===== config.mk =====
export PLATFORM = sky130hd
export DESIGN_NAME = mdu_iterative
export DESIGN_NICKNAME = d
export VERILOG_FILES = /design/src/rtl/mdu_iterative.sv
export SDC_FILE = /design/constraint.sdc
export NUM_CORES = 1
export LEC_CHECK = 0
export BUFFER_PORTS_ARGS = -buffer_cell sky130_fd_sc_hd__buf_2
export CORE_MARGIN = 2
export CORE_UTILIZATION = 45
export CTS_BUF_LIST = sky130_fd_sc_hd__clkbuf_4
export DETAILED_ROUTE_END_ITERATION = 8
export GPL_TIMING_DRIVEN = 0
export PLACE_DENSITY_LB_ADDON = 0.25
export SLEW_MARGIN = 10
export SYNTH_ARGS = -nofsm -noshare
export SYNTH_HDL_FRONTEND = slang
export SYNTH_SLANG_ARGS = --single-unit

===== constraint.sdc =====
create_clock -name clk -period 6.37 [get_ports clk]
set_input_delay 0.9555 -clock clk [delete_from_list [all_inputs] [get_ports clk]]
set_output_delay 0.9555 -clock clk [all_outputs]
set_load 0.02 [all_outputs]

===== src/rtl/mdu_iterative.sv =====
// Iterative RV32M multiply/divide unit: shift-add multiply, restoring divide, one bit per cycle.
// Define MDU_FAST_MUL_EN to compute the four multiply ops in one cycle with a 33x33 signed multiplier.
module mdu_iterative #(
  parameter int XLEN = 32
) (
  input  logic            clk,
  input  logic            reset,
  input  logic            start,
  input  logic            kill,
  input  logic [2:0]      funct3,
  input  logic [XLEN-1:0] a,
  input  logic [XLEN-1:0] b,
  output logic            busy,
  output logic            done,
  output logic [XLEN-1:0] result
);

  typedef enum logic [1:0] {IDLE, CALC, SPEC, DONE} state_t;

  state_t      state, state_n;
  logic [2:0]  op;
  logic        neg;
  logic [31:0] dsr;
  logic [31:0] hi;
  logic [31:0] lo;
  logic [4:0]  cnt;

  logic        accept, is_div, a_sgn, b_sgn, a_neg, b_neg;
  logic        div_zero, div_ovf, spec_case, neg_flag;
  logic [31:0] a_mag, b_mag, spec_val;
  logic        fast_go;
  logic [31:0] fast_res;

  assign accept   = start && !kill && (state == IDLE || state == DONE);
  assign is_div   = funct3[2];
  assign a_sgn    = (funct3 == 3'd1) || (funct3 == 3'd2) || (funct3 == 3'd4) || (funct3 == 3'd6);
  assign b_sgn    = (funct3 == 3'd1) || (funct3 == 3'd4) || (funct3 == 3'd6);
  assign a_neg    = a_sgn && a[31];
  assign b_neg    = b_sgn && b[31];
  assign a_mag    = a_neg ? -a : a;
  assign b_mag    = b_neg ? -b : b;
  assign div_zero = is_div && (b == 32'd0);
  assign div_ovf  = is_div && !funct3[0] && (a == 32'h8000_0000) && (b == 32'hFFFF_FFFF);
  assign spec_case = div_zero || div_ovf;

  // Special divide results are parked in lo and copied to result in SPEC.
  always_comb begin
    spec_val = 32'd0;
    if (div_zero)
      spec_val = funct3[1] ? a : 32'hFFFF_FFFF;
    else
      spec_val = funct3[1] ? 32'd0 : 32'h8000_0000;
  end

  always_comb begin
    neg_flag = 1'b0;
    case (funct3)
      3'd1, 3'd4: neg_flag = a_neg ^ b_neg;
      3'd2, 3'd6: neg_flag = a_neg;
      default:    neg_flag = 1'b0;
    endcase
  end

`ifdef MDU_FAST_MUL_EN
  logic signed [32:0] fa, fb;
  logic signed [63:0] fprod;
  assign fa       = {a_sgn & a[31], a};
  assign fb       = {b_sgn & b[31], b};
  assign fprod    = 64'(fa) * 64'(fb);
  assign fast_go  = accept && !funct3[2];
  assign fast_res = (funct3[1:0] == 2'd0) ? fprod[31:0] : fprod[63:32];
`else
  assign fast_go  = 1'b0;
  assign fast_res = 32'd0;
`endif

  // One iteration: multiply shifts the 64-bit {hi,lo} accumulator right,
  // divide shifts {hi,lo} left and records a quotient bit in lo.
  logic [32:0] mul_sum, div_sh, div_diff;
  logic [31:0] hi_n, lo_n;
  logic [63:0] prod, prod_s;
  logic [31:0] div_val, calc_res;

  assign mul_sum  = {1'b0, hi} + (lo[0] ? {1'b0, dsr} : 33'd0);
  assign div_sh   = {hi, lo[31]};
  assign div_diff = div_sh - {1'b0, dsr};

  always_comb begin
    hi_n = {mul_sum[31:0]};
    lo_n = lo;
    if (op[2]) begin
      if (!div_diff[32]) begin
        hi_n = div_diff[31:0];
        lo_n = {lo[30:0], 1'b1};
      end else begin
        hi_n = div_sh[31:0];
        lo_n = {lo[30:0], 1'b0};
      end
    end else begin
      hi_n = mul_sum[32:1];
      lo_n = {mul_sum[0], lo[31:1]};
    end
  end

  assign prod     = {hi_n, lo_n};
  assign prod_s   = neg ? -prod : prod;
  assign div_val  = op[1] ? hi_n : lo_n;
  assign calc_res = op[2] ? (neg ? -div_val : div_val)
                          : ((op[1:0] == 2'd0) ? prod_s[31:0] : prod_s[63:32]);

  always_ff @(posedge clk or posedge reset) begin
    if (reset) state <= IDLE;
    else       state <= state_n;
  end

  always_comb begin
    state_n = state;
    case (state)
      IDLE, DONE: begin
        if (accept)      state_n = fast_go ? DONE : (spec_case ? SPEC : CALC);
        else             state_n = IDLE;
      end
      CALC:    if (cnt == 5'd31) state_n = DONE;
      SPEC:    state_n = DONE;
      default: state_n = IDLE;
    endcase
    if (kill) state_n = IDLE;
  end

  assign busy = (state == CALC) || (state == SPEC);
  assign done = (state == DONE);

  always_ff @(posedge clk or posedge reset) begin
    if (reset) begin
      op     <= 3'd0;
      neg    <= 1'b0;
      dsr    <= 32'd0;
      hi     <= 32'd0;
      lo     <= 32'd0;
      cnt    <= 5'd0;
      result <= 32'd0;
    end else if (accept) begin
      op  <= funct3;
      neg <= neg_flag;
      dsr <= b_mag;
      hi  <= 32'd0;
      lo  <= spec_case ? spec_val : a_mag;
      cnt <= 5'd0;
      if (fast_go) result <= fast_res;
    end else if (state == CALC) begin
      cnt <= cnt + 5'd1;
      hi  <= hi_n;
      lo  <= lo_n;
      if (cnt == 5'd31 && !kill) result <= calc_res;
    end else if (state == SPEC && !kill) begin
      result <= lo;
    end
  end

endmodule


Word-level counts from Yosys, hierarchy flattened --
Cells that the tools add are included.
Word-level totals: register bits after elaboration 139, bits in latches 0, bits in writable memories 0, memory bits (read-only) 0, input port bits 71, output and inout bits 34, logic and storage cells 89, memories kept 0
Operators by class: add/subtract/negate cells 7, $mul 0, div/mod/pow operators 0, $lt $le $gt $ge 0, equal/unequal tests 12, shift-type cells 0, mux-type cells 31, bitwise operators 2, reductions and logical operators 29
Operators by type and width (count):
- $mux W32 | 21
- $neg A32 Y32 | 3
- $eq A32 B32 Y1 const B | 2
- $mux W64 | 1
- $neg A64 Y64 | 1
- $add A32 B32 Y33 | 1
- $sub A33 B32 Y33 | 1
- $logic_not A32 Y1 | 1
- $logic_and A1 B1 Y1 | 10
- $mux W5 | 2
- $logic_or A1 B1 Y1 | 8
- $mux W2 | 4
- $eq A3 B3 Y1 const B | 2
- $pmux W2 S3 | 1
- $reduce_or A2 Y1 | 3
- $add A5 B1 Y5 const B | 1
- $eq A5 B5 Y1 const B | 1
- $eq A2 B2 Y1 const B | 2
- $logic_not A2 Y1 | 2
- $reduce_bool A2 Y1 | 2
- $eq A3 B1 Y1 const B | 1
- $eq A3 B2 Y1 const B | 1
- $ne A3 B3 Y1 const B | 1
- $reduce_and A3 Y1 | 1
- other kinds (7) | 8

Longest topological paths before layout --
depth after elaboration 9, mapped depth 24, gate-level depth less buffers 23

Worst setup path after synthesis --
OpenSTA, ideal clock, no wires.
path type register to register, start register lo[0], end register result[31], library setup time 0.130 ns, arrival time 5.009 ns, data required time 6.240 ns, slack 1.232 ns, stages on the path, launching flop included 19, path buffers 2, period minus slack after synthesis 5.138 ns, path through dfrtp_1 > clkbuf_1 > and2_1 > ha_1 > fa_1 > a21o_1 > a221oi_2 > o21ai_1 > a211oi_1 > nor3_1 > or3b_1 > o221ai_2 > nand2_1 > or4_1 > clkbuf_1 > or4b_4 > or4_1 > a211oi_1 > o22ai_1
On the way: longest elaborated chain between the ends 9, elaborated cells between the ends (all ways) 13, classes of those cells 3 x add/sub; 10 x mux
Ends and longest elaborated chain:
- start, declared | line 25 | logic [31:0] lo;
- start signal, assigned | line 147 | lo <= spec_case ? spec_val : a_mag;
- start signal, assigned | line 153 | lo <= lo_n;
- $mux W32 | line 84 | assign mul_sum = {1'b0, hi} + (lo[0] ? {1'b0, dsr} : 33'd0);
- $add A32 B32 Y33 | line 84
- $mux W32 | line 91 | if (op[2]) begin
- $neg A64 Y64 or $mux W32 (tied branches) | line 106, 107
- $mux W64 or $neg A32 Y32 (tied branches) | line 106, 108
- $mux W32 (on tied branches) | line 109, 108
- $mux W32 (*) | line 108 | assign calc_res = op[2] ? (neg ? -div_val : div_val)
- $mux W32 (*) | line 154 | if (cnt == 5'd31 && !kill) result <= calc_res;
- $mux W32 (*) | line 150 | end else if (state == CALC) begin
- end signal, assigned | line 149 | if (fast_go) result <= fast_res;
- end signal, assigned | line 154
- end signal, assigned | line 156 | result <= lo;
- end, declared | line 15 | output logic [XLEN-1:0] result
Every way passes the cells marked *; elsewhere a longest branch is shown, timed or not. The select of a mux whose other input is x is not followed. A chain may end at the register's enable or synchronous reset.

Final worst setup path --
start register op[2], end register result[7]
On the way: longest elaborated chain between the ends 7, elaborated cells between the ends (all ways) 11, classes of those cells 2 x add/sub; 9 x mux
Ends and longest elaborated chain:
- start, declared | line 21 | logic [2:0] op;
- start signal, assigned | line 143 | op <= funct3;
- $mux W32 | line 91
- $neg A64 Y64 or $mux W32 (tied branches) | line 106, 107
- $mux W64 or $neg A32 Y32 (tied branches) | line 106, 108
- $mux W32 (on tied branches) | line 109, 108
- $mux W32 (*) | line 108
- $mux W32 (*) | line 154
- $mux W32 (*) | line 150
Marks and branches as above.

==> results.sh <==
export IMPL_area_growth_pct=10.3
export IMPL_finalWorstSetupSlack_ps=-226
export IMPL_io_pins=105
export IMPL_grt_use_met1_pct=57.2
export IMPL_setup_viol_count_final=13
export IMPL_vias_per_cell=6.80
export IMPL_firstDrtPassIters=9
export IMPL_fin_skew_ps=57.7
export IMPL_rsz0062_at_grt="false"
export IMPL_yosysTopAreaCell="dfrtp_1"
export IMPL_rows=70
export IMPL_cts_buffers=17
export IMPL_synthArstFlopShare_pct=100
export IMPL_fmax_ghz=0.152
export IMPL_clockRootBuffer="clkbuf_4"
export IMPL_met3_usage_pct=14.3
export IMPL_crit_path_end_kind="flop"
export IMPL_worstPathArrival_ps=7140
export IMPL_dieArea_um2=38600
export IMPL_multi_input_area_um2=12500
export IMPL_initial_core_util_pct=45.6
export IMPL_drt_iter0_markers=2777
export IMPL_clkTransAtPathRegs_ps=180
export IMPL_synth_edff_count=0
export IMPL_netlist_area_leader_share_pct=20.9
export IMPL_syn_area_um2=16700
export IMPL_tritoncts="built"
export IMPL_synth_area_top_cells="dfrtp_1 (21%), o21ai_0 (7.5%), a21oi_1 (6.4%)"
export IMPL_holdBufCountCts=0
export IMPL_nets=2593
export IMPL_seq_area_um2=3480
export IMPL_grt_use_met2_pct=60.0
export IMPL_worstPathRequired_ps=6920
export IMPL_ys_warn_count=0
export IMPL_busiest_layer="met2"
export IMPL_path_class="flop to flop"
export IMPL_syn_avg_cell_area_um2=7.19
export IMPL_finalCritPeriodShare_pct=104
export IMPL_antenna_found_initial=1
export IMPL_seq_area_frac_synth_pct=20.9
export IMPL_gp_congestion=1.09
export IMPL_ys_ff_latch=139
export IMPL_critPathMaxFanout=19
export IMPL_core_area_um2=36500
export IMPL_overflow=0
export IMPL_ys_types=98
export IMPL_min_path_type="input pin to asynchronous set/reset pin"
export IMPL_hpwl_um=65600
export IMPL_clockBufferDepth=2
export IMPL_wl_per_cell_um=28.2
export IMPL_drtAntennaViolNets=0
export IMPL_vias=19900
export IMPL_grt_pass1_vias=18100
export IMPL_drc=0
export IMPL_status="finished with violations"
export IMPL_drv_slew=0
export IMPL_die_w_um=196
export IMPL_clkLatencyLatePin_ps=690
export IMPL_cts_sinks=139
export IMPL_violations="negative setup slack"
export IMPL_cap_violations=0
export IMPL_portBuffers=103
export IMPL_synthCells=2317
export IMPL_pre_cts_ws_ps=-1170
export IMPL_synth_nets=2464
export IMPL_drive_gt1_share_pct=11.5
export IMPL_die_h_um=196
export IMPL_grt_max_degree=85
export IMPL_hold_viol=0
export IMPL_tightest_slew_ps=1250
export IMPL_slew_headroom_pct=16.9
export IMPL_routed_wl_um=82500
export IMPL_start_kind="flop"
export IMPL_track_usage_pct=42.2
export IMPL_fillers=3751
export IMPL_htree_levels=4
export IMPL_period_needed_ps=6600
export IMPL_synth_flop_cell="dfrtp_1"
export IMPL_grt_pass1_wl_um=119000
-- through the flow --
step / util [%] / TNS [ps] / instances / hold slack (ps) / area [µm²]
3_3_place_gp: 48.6 / -24080 / 2888 / 459 / 17800
3_5_place_dp: 48.7 / -22660 / 2889 / 465 / 17800
5_1_grt: 50.3 / 0 / 2928 / 495 / 18400
2_1_floorplan: - / 0 / 2317 / 463 / 16700
6_report: 50.3 / -1400 / 2930 / 426 / 18400
4_1_cts: 49.9 / 0 / 2921 / 431 / 18200
-- sequential cells by signal, indices dropped and copies added, names as in the netlist --
signal	count
cnt	5
lo	32
hi	32
op	3
dsr	32
neg	1
result	32
state	2
-- critical path: stages, from the launching register on --
cell	delay, ps
dfrtp_1	380
buf_6	150
buf_4	190
buf_2	310
buf_2	350
buf_2	350
buf_2	570
clkbuf_2	510
buf_2	440
clkdlybuf4s15_2	610
clkbuf_2	530
buf_2	480
buf_1	660
clkbuf_2	540
nand2_1	100
a31oi_1	290
-- Yosys cell counts (all sizes together), types with 6 or more instances --
| cell | number |
|---|---|
| a221o | 6 |
| a21o | 25 |
| o221ai | 6 |
| and3 | 34 |
| a31oi | 30 |
| nand3 | 41 |
| nand4 | 38 |
| o211ai | 31 |
| dfrtp | 139 |
| a21boi | 9 |
| or3 | 35 |
| xnor2 | 87 |
| clkbuf | 103 |
| nor3b | 16 |
| o31ai | 51 |
| o2bb2ai | 7 |
| nand2b | 12 |
| a21oi | 217 |
| a221oi | 14 |
| nor2 | 231 |
| o21bai | 11 |
| or4 | 14 |
| o41ai | 10 |
| mux2 | 27 |
| and2 | 45 |
| ha | 74 |
| a211o | 9 |
| nor4 | 34 |
| inv | 69 |
| a22o | 6 |
| o211a | 6 |
| nand2 | 249 |
| xor2 | 54 |
| nor2b | 7 |
| o21ai | 255 |
| buf | 41 |
| mux2i | 42 |
| a211oi | 45 |
| o21a | 15 |
| o22ai | 8 |
| or2 | 16 |
| nor3 | 67 |
| a31o | 10 |
-- worst paths after layout --
check	start	slack (ps)	depth (start not counted)	end
setup / recovery	op[2]	-230	15	result[7]
hold / removal	reset	430	2	cnt[0]
setup reg to reg	op[2]	-230	15	result[7]
hold reg to reg	result[1]	490	2	result[1]
max in group asynchronous	reset	5140	3	result[27]
min in group clk	result[1]	490	2	result[1]
-- final cells by class --
class | instances | area share [%]
Clock buffer | 17 | 0.695
Antenna cell | 3 | 0.0409
Tap cell | 468 | 3.19
Inverter | 70 | 1.46
Clock inverter | 15 | 1.08
Sequential cell | 139 | 19.0
Timing Repair Buffer | 112 | 3.28
Multi-Input combinational cell | 1964 | 68.1
Buffer | 142 | 3.24
-- per-layer routing --
metal | share of wire [%] | vias up
met3 | 15 | 246
met4 | 5.4 | 0
li1 | - | 8839
met1 | 40 | 9317
met2 | 40 | 1509
met5 | 0 | -
-- logic make-up (layout without fill, tap and decap cells) --
group,Yosys count,count (layout),share of synthesized area (%)
simple gates,852,852,24.9
compound gates,825,825,31.3
buf+inv,214,356,5.11
xor+xnor,141,141,7.41
flops,139,139,20.9
fa+ha+maj,76,76,5.80
mux,70,70,4.53
other cells,0,3,0
-- cell usage in the layout, fill, tap and decap left out, types with 10 or more instances in the layout --
cell / instances
or4_1: 13
clkbuf_4: 17
o31ai_1: 51
xor2_1: 54
buf_2: 121
ha_1: 73
xnor2_1: 87
a211oi_1: 42
or2_2: 15
inv_1: 68
and3_1: 34
mux2_2: 25
and2_1: 44
a21oi_1: 212
o21a_1: 14
or3_1: 34
nand3_1: 37
a221oi_1: 10
nand4_1: 37
o21ai_0: 246
nor3_1: 62
buf_1: 15
a31oi_1: 30
nand2_1: 249
o211ai_1: 31
o21bai_1: 11
clkbuf_1: 97
a31o_2: 10
nor3b_1: 15
a21o_1: 25
dfrtp_1: 137
nand2b_1: 12
buf_4: 13
nor4_1: 28
mux2i_1: 41
nor2_1: 228
-- what timing repair did --
item                       CTS  global route
pin swaps                    1             7
setup buffers                1             7
setup endpoints to repair   32            21
resized for setup           18            22
Power is left out: the tool's default activity adds up to more than one toggle a clock period on the data nets, which glitch-free logic cannot reach.
